--- src/rtl/drlp_pkg.sv ---
// Shared types for the DRLP DMA scheduler: FSM state encoding and the packet request record.
package drlp_pkg;

    // Request fields are sized for the widest supported configuration; unused upper bits stay zero.
    localparam int unsigned drlp_addr_max_c = 32;
    localparam int unsigned drlp_data_max_c = 64;

    typedef enum logic [1:0] {
        DRLP_IDLE  = 2'd0,
        DRLP_RUN   = 2'd1,
        DRLP_DRAIN = 2'd2,
        DRLP_DONE  = 2'd3
    } drlp_dma_state_e;

    typedef struct packed {
        logic                       we;
        logic [drlp_addr_max_c-1:0] addr;
        logic [drlp_data_max_c-1:0] data;
    } drlp_dma_req_s;

endpackage

--- src/rtl/drlp_dma_wr_fifo.sv ---
// Write buffer for the DRLP DMA scheduler: 1R1W FIFO with a combinational head and
// simultaneous push/pop allowed when full.
module drlp_dma_wr_fifo #(
    parameter int width_p = 35,
    parameter int els_p   = 4
) (
    input  logic               clk_i,
    input  logic               reset_i,
    input  logic               v_i,
    input  logic [width_p-1:0] data_i,
    output logic               v_o,
    output logic [width_p-1:0] data_o,
    input  logic               yumi_i,
    output logic               full_o,
    output logic               empty_o
);

    localparam int ptr_w_lp = $clog2(els_p);
    typedef logic [ptr_w_lp:0] ptr_t;

    ptr_t               wr_ptr_reg;
    ptr_t               rd_ptr_reg;
    logic [width_p-1:0] mem_reg [els_p];
    logic               push;
    logic               pop;

    // Extra pointer bit distinguishes full from empty when the indices coincide.
    assign empty_o = (wr_ptr_reg == rd_ptr_reg);
    assign full_o  = (wr_ptr_reg[ptr_w_lp] != rd_ptr_reg[ptr_w_lp]) &&
                     (wr_ptr_reg[ptr_w_lp-1:0] == rd_ptr_reg[ptr_w_lp-1:0]);
    assign v_o     = ~empty_o;
    assign data_o  = mem_reg[rd_ptr_reg[ptr_w_lp-1:0]];

    assign pop  = yumi_i & ~empty_o;
    assign push = v_i & (~full_o | pop);

    always_ff @(posedge clk_i) begin
        if (reset_i) begin
            wr_ptr_reg <= '0;
            rd_ptr_reg <= '0;
        end else begin
            if (push) begin
                wr_ptr_reg <= wr_ptr_reg + ptr_t'(1);
            end
            if (pop) begin
                rd_ptr_reg <= rd_ptr_reg + ptr_t'(1);
            end
        end
    end

    always_ff @(posedge clk_i) begin
        if (push) begin
            mem_reg[wr_ptr_reg[ptr_w_lp-1:0]] <= data_i;
        end
    end

endmodule

--- src/rtl/drlp_dma_sched.sv ---
// DRLP DMA scheduler: round-robin between direct reads and buffered writes, credit-limited
// launch, flush/drain FSM. Define DRLP_DMA_SCHED_STATS_EN to add launch counters.
module drlp_dma_sched
    import drlp_pkg::*;
#(
    parameter int data_width_p      = 32,
    parameter int addr_width_p      = 3,
    parameter int max_out_credits_p = 16,
    parameter int wr_fifo_els_p     = 4
) (
    input  logic                                       clk_i,
    input  logic                                       reset_i,
    input  logic                                       rd_v_i,
    input  logic [addr_width_p-1:0]                    rd_addr_i,
    output logic                                       rd_ready_o,
    input  logic                                       wr_v_i,
    input  logic [addr_width_p-1:0]                    wr_addr_i,
    input  logic [data_width_p-1:0]                    wr_data_i,
    output logic                                       wr_ready_o,
    output logic                                       out_v_o,
    output logic                                       out_we_o,
    output logic [addr_width_p-1:0]                    out_addr_o,
    output logic [data_width_p-1:0]                    out_data_o,
    input  logic                                       out_ready_i,
    input  logic                                       credit_return_i,
    input  logic                                       flush_i,
    output logic                                       done_o,
    output logic [$clog2(max_out_credits_p+1)-1:0]     credits_o
`ifdef DRLP_DMA_SCHED_STATS_EN
    ,
    output logic [31:0]                                rd_cnt_o,
    output logic [31:0]                                wr_cnt_o
`endif
);

    localparam int cred_w_lp = $clog2(max_out_credits_p + 1);
    localparam logic [cred_w_lp-1:0] max_cred_lp = cred_w_lp'(max_out_credits_p);

    drlp_dma_state_e        state_reg;
    logic                   done_reg;
    logic [cred_w_lp-1:0]   credits_reg, credits_next;
    logic                   last_rd_reg;
    logic                   hold_reg, hold_rd_reg;

    logic                   fifo_v, fifo_full, fifo_empty, fifo_yumi, fifo_push;
    logic [addr_width_p+data_width_p-1:0] fifo_data;
    logic [addr_width_p-1:0] head_addr;
    logic [data_width_p-1:0] head_data;

    logic serve_rd, accept_wr, rd_req, wr_req, credit_avail;
    logic grant_rd, out_v, launch, ret_eff;
    drlp_dma_req_s out_req;
    logic unused_req;

    assign serve_rd  = (state_reg == DRLP_IDLE) || (state_reg == DRLP_RUN);
    assign accept_wr = serve_rd & ~reset_i;

    assign wr_ready_o = accept_wr & (~fifo_full | fifo_yumi);
    assign fifo_push  = wr_v_i & wr_ready_o;

    drlp_dma_wr_fifo #(
        .width_p (addr_width_p + data_width_p),
        .els_p   (wr_fifo_els_p)
    ) wr_fifo (
        .clk_i   (clk_i),
        .reset_i (reset_i),
        .v_i     (fifo_push),
        .data_i  ({wr_addr_i, wr_data_i}),
        .v_o     (fifo_v),
        .data_o  (fifo_data),
        .yumi_i  (fifo_yumi),
        .full_o  (fifo_full),
        .empty_o (fifo_empty)
    );

    assign {head_addr, head_data} = fifo_data;

    // Requests are masked during reset so nothing launches from stale buffered state.
    assign rd_req       = rd_v_i & serve_rd & ~reset_i;
    assign wr_req       = fifo_v & ~reset_i;
    assign credit_avail = credits_reg < max_cred_lp;

    // A presented-but-stalled packet keeps its grant so its fields remain stable.
    always_comb begin
        grant_rd = 1'b0;
        if (hold_reg && (hold_rd_reg ? rd_req : wr_req)) begin
            grant_rd = hold_rd_reg;
        end else if (rd_req && wr_req) begin
            grant_rd = ~last_rd_reg;
        end else begin
            grant_rd = rd_req;
        end
    end

    assign out_v      = (rd_req | wr_req) & credit_avail;
    assign launch     = out_v & out_ready_i;
    assign rd_ready_o = launch & grant_rd;
    assign fifo_yumi  = launch & ~grant_rd;

    always_comb begin
        out_req = '0;
        if (grant_rd) begin
            out_req.we                     = 1'b0;
            out_req.addr[addr_width_p-1:0] = rd_addr_i;
        end else begin
            out_req.we                     = 1'b1;
            out_req.addr[addr_width_p-1:0] = head_addr;
            out_req.data[data_width_p-1:0] = head_data;
        end
    end

    assign unused_req = ^out_req;
    assign out_v_o    = out_v;
    assign out_we_o   = out_req.we;
    assign out_addr_o = out_req.addr[addr_width_p-1:0];
    assign out_data_o = out_req.data[data_width_p-1:0];

    // A return with nothing outstanding is dropped so the counter never wraps.
    assign ret_eff = credit_return_i & (credits_reg != '0);

    always_comb begin
        credits_next = credits_reg;
        if (launch && !ret_eff) begin
            credits_next = credits_reg + cred_w_lp'(1);
        end else if (!launch && ret_eff) begin
            credits_next = credits_reg - cred_w_lp'(1);
        end
    end

    always_ff @(posedge clk_i) begin
        if (reset_i) begin
            credits_reg <= '0;
            last_rd_reg <= 1'b1;
            hold_reg    <= 1'b0;
            hold_rd_reg <= 1'b0;
        end else begin
            credits_reg <= credits_next;
            if (launch) begin
                last_rd_reg <= grant_rd;
            end
            hold_reg    <= out_v & ~out_ready_i;
            hold_rd_reg <= grant_rd;
        end
    end

    always_ff @(posedge clk_i) begin
        if (reset_i) begin
            state_reg <= DRLP_IDLE;
            done_reg  <= 1'b0;
        end else begin
            done_reg <= 1'b0;
            unique case (state_reg)
                DRLP_IDLE: begin
                    if (flush_i) begin
                        state_reg <= DRLP_DRAIN;
                    end else if (rd_v_i || wr_v_i || fifo_v) begin
                        state_reg <= DRLP_RUN;
                    end
                end
                DRLP_RUN: begin
                    if (flush_i) begin
                        state_reg <= DRLP_DRAIN;
                    end else if (fifo_empty && !rd_v_i && !wr_v_i && credits_reg == '0) begin
                        state_reg <= DRLP_IDLE;
                    end
                end
                DRLP_DRAIN: begin
                    // Looks at next-cycle credits so the final return completes the drain at once.
                    if (fifo_empty && credits_next == '0) begin
                        state_reg <= DRLP_DONE;
                        done_reg  <= 1'b1;
                    end
                end
                DRLP_DONE: begin
                    state_reg <= DRLP_IDLE;
                end
                default: begin
                    state_reg <= DRLP_IDLE;
                end
            endcase
        end
    end

    assign done_o    = done_reg;
    assign credits_o = credits_reg;

`ifdef DRLP_DMA_SCHED_STATS_EN
    logic [31:0] rd_cnt_reg, wr_cnt_reg;

    always_ff @(posedge clk_i) begin
        if (reset_i) begin
            rd_cnt_reg <= '0;
            wr_cnt_reg <= '0;
        end else begin
            if (launch && grant_rd) begin
                rd_cnt_reg <= rd_cnt_reg + 32'd1;
            end
            if (launch && !grant_rd) begin
                wr_cnt_reg <= wr_cnt_reg + 32'd1;
            end
        end
    end

    assign rd_cnt_o = rd_cnt_reg;
    assign wr_cnt_o = wr_cnt_reg;
`endif

endmodule

--- config.mk ---
export PLATFORM = sky130hd
export DESIGN_NAME = drlp_dma_sched
export DESIGN_NICKNAME = d
export VERILOG_FILES = /design/src/rtl/drlp_pkg.sv /design/src/rtl/drlp_dma_wr_fifo.sv /design/src/rtl/drlp_dma_sched.sv
export SDC_FILE = /design/constraint.sdc
export NUM_CORES = 1
export LEC_CHECK = 0
export BUFFER_PORTS_ARGS = -buffer_cell sky130_fd_sc_hd__buf_4
export CORE_ASPECT_RATIO = 1.1
export CORE_MARGIN = 1
export CORE_UTILIZATION = 60
export CTS_CLUSTER_SIZE = 10
export DETAILED_ROUTE_END_ITERATION = 10
export GPL_TIMING_DRIVEN = 0
export PLACE_DENSITY_LB_ADDON = 0.1
export RECOVER_POWER = 50
export SLEW_MARGIN = 20
export SYNTH_ARGS = -nofsm -noshare
export SYNTH_HDL_FRONTEND = slang
export SYNTH_SLANG_ARGS = --single-unit
--- constraint.sdc ---
create_clock -name clk_i -period 5.9 [get_ports clk_i]
set_input_delay 1.475 -clock clk_i [delete_from_list [all_inputs] [get_ports clk_i]]
set_output_delay 1.475 -clock clk_i [all_outputs]
set_load 0.005 [all_outputs]
==> results.cfg <==
[layout]
mostFrequentLayoutCells = edfxtp_1 (140), clkbuf_1 (46), buf_4 (46)
final_nets = 511
drive_above_1_share = 0.295
largest_reg_flops = 140
final_area_sq_um = 7760
multiInputGateArea_sq_um = 1700
syn_to_final_growth_pct = 21.4
seq_area_sq_um = 4580
fin_util = 0.747
nFillCells = 663
n_antenna_cell = 0
layout_commonest_cell = edfxtp_1

[cts]
cts_setup_buffers = 0
cts_tree = done
h-tree-depth = 4
clk_path_buf_depth = 2
clock_latency_ns = 0.41
cts_sinks = 159
cts-resized-gates = 0
numCtsBuffers = 17
path_clk_slew_ns = 0.06
cts_root_buf = clkbuf_16
cts_hold_buf = 0

[timing]
worst_slew_pin_slew_ns = 1.62
hold_viol = 0
grt_setup_unrepaired = no
final.setup.tns_ns = 0
final-setup-viol-count = 0
slew_violations = 10
max_freq_mhz = 194
fin_crit_sh = 0.873
post-route-min-period_ns = 5.15
relSlewSlack = -0.0921
clock_skew_ns = 0.0129
setup_ws_ns = 0.747

[floorplan]
ioPinCount = 90
rows = 39
die_area_sq_um = 11100
start_util = 0.615
core_area_sq_um = 10400
die_width_um = 100
die_h_um = 110

[logic_synthesis]
synth-seq-cells = 159
synth.distinct_cells = 44
syn_nets = 399
ys_warn_count = 0
synth.cell_area_sq_um = 6400
avgSynthCellArea_sq_um = 18.5
ys_seq_area_frac = 0.717
syn_inst = 346

[run_status]
status = complete, but fails checks
violations = max-capacitance violations, max-slew violations

[critical_path]
criticalPathCategory = input pin to output pin
rrSetupSlack_ns = 2.67
reg2reg_depth = 6
crit_path_end_kind = output pin
worstPathMaxFanout = 10
critPathLaunchType = input pin
cp.arrival_ns = 3.68
required_ns = 4.43

[pwr]
combPwrFrac = 0.141
power-per-cell-area_nw_per_um2 = 359
power.total_w = 0.00279
p_int_w = 0.00213
power_frac_seq = 0.470
swShare = 0.235
p_clk_frac = 0.390
irDropWorstVdd_mv = 0.228
switchingPower_w = 0.000655
leakagePower_nw = 2.63

[place]
place.gp.congestion = 0.783
numPortBuffers = 89
placedInstanceArea_sq_um = 7340
dpl.hpwl_um = 7360
preCtsSetupSlack_ns = 0.993

[flow_run]
maxCapViolCount = 1

[route]
routed_wirelength_um = 11500
antenna_left = 0
drc = 0
firstDrtPassIters = 4
viasPerCell = 5.56
vias = 3414
wire_per_inst_um = 18.8
drt_first_iter_violations = 220

[min_path]
hp-class = register to register
hold_depth = 1

[grt]
grt_pass1_wl_um = 17600
grt_usage = 0.223
overflow = 0
antenna_found_initial = 0
grt_max_degree = 26
grt_pass1_vias = 3443
-- kinds of logic (layout without fill, tap and decap cells) --
family / after synthesis / in the layout / synth area share
DFF: 159 / 159 / 0.717
and+or+nand+nor: 88 / 88 / 0.0800
muxes: 40 / 40 / 0.132
buffers and inverters: 21 / 146 / 0.0129
AOI/OAI and AO/OA: 19 / 19 / 0.0268
xor gates and xnor gates: 11 / 11 / 0.0162
adders and majority gates: 8 / 8 / 0.0157
-- critical path, cell delays in order --
cell      delay, ns
clkbuf_1       0.11
or3b_2         0.50
nor2_1         0.82
clkbuf_1       0.46
nor2b_1        0.14
buf_4          0.16
-- worst paths after layout --
kind	startpoint	endpoint
worst min register to register	last_rd_reg	last_rd_reg
worst min-delay path	last_rd_reg	last_rd_reg
worst max-delay path	rd_v_i	out_data_o[30]
worst max register to register	wr_fifo.wr_ptr_reg[0]	done_o
-- synth_stat cells (all sizes together) --
master  instances  share of area
a211o           1         0.0016
a211oi          1         0.0012
a21oi           4         0.0031
a311o           1         0.0016
a311oi          1         0.0014
a31oi           1        0.00098
a41o            1         0.0018
and2            4         0.0039
buf             5         0.0035
clkbuf          8         0.0047
dfxtp          19          0.059
edfxtp        140           0.66
ha              8          0.016
inv             8         0.0047
mux2            3         0.0053
mux2i           2         0.0031
mux4           35           0.12
nand2           3         0.0018
nand2b          2         0.0020
nand3           1        0.00078
nand3b          1         0.0012
nand4           1        0.00098
nand4b          1         0.0014
nor2           21          0.013
nor2b          39          0.038
nor3            5         0.0039
nor3b           1         0.0029
nor4            3         0.0029
nor4b           2         0.0027
o21ai           3         0.0023
o21ba           1         0.0016
o311ai          1         0.0014
o31ai           2         0.0031
o41ai           2         0.0068
or2             2         0.0020
or3b            2         0.0027
xnor2           5         0.0080
xor2            6         0.0082
-- final cells by class --
class | count | share of cell area
Sequential cell | 159 | 0.590
Clock inverter | 14 | 0.0214
Multi-Input combinational cell | 166 | 0.218
Clock buffer | 18 | 0.0553
Inverter | 8 | 0.00387
Buffer | 13 | 0.00661
Timing Repair Buffer | 93 | 0.0809
Tap cell | 143 | 0.0230
-- power by group through the flow --
stage	sequential (W)	combinational [W]	clock (W)
6_report	0.00131	0.000393	0.00109
5_1_grt	0.00132	0.000428	0.00115
4_1_cts	0.00131	0.000419	0.00110
3_5_place_dp	0.00133	0.000417	0
3_3_place_gp	0.00133	0.000404	0
2_1_floorplan	0.00133	0.000257	0
-- layer usage --
metal | part of all wire | up-vias | track usage
met5 | 0 | - | 0
met4 | 0.011 | 0 | 0.0756
met3 | 0.055 | 11 | 0.0624
met2 | 0.54 | 105 | 0.399
met1 | 0.40 | 1724 | 0.260
li1 | - | 1574 | -
-- stage by stage --
| step | hold WS, ns | cells |
|---|---|---|
| floorplan | 0.431 | 346 |
| global placement | 0.445 | 578 |
| global route | 0.491 | 614 |
| finish | 0.454 | 614 |
| CTS | 0.457 | 614 |
| detailed placement | 0.443 | 582 |
(Power assumes the default switching activity.)
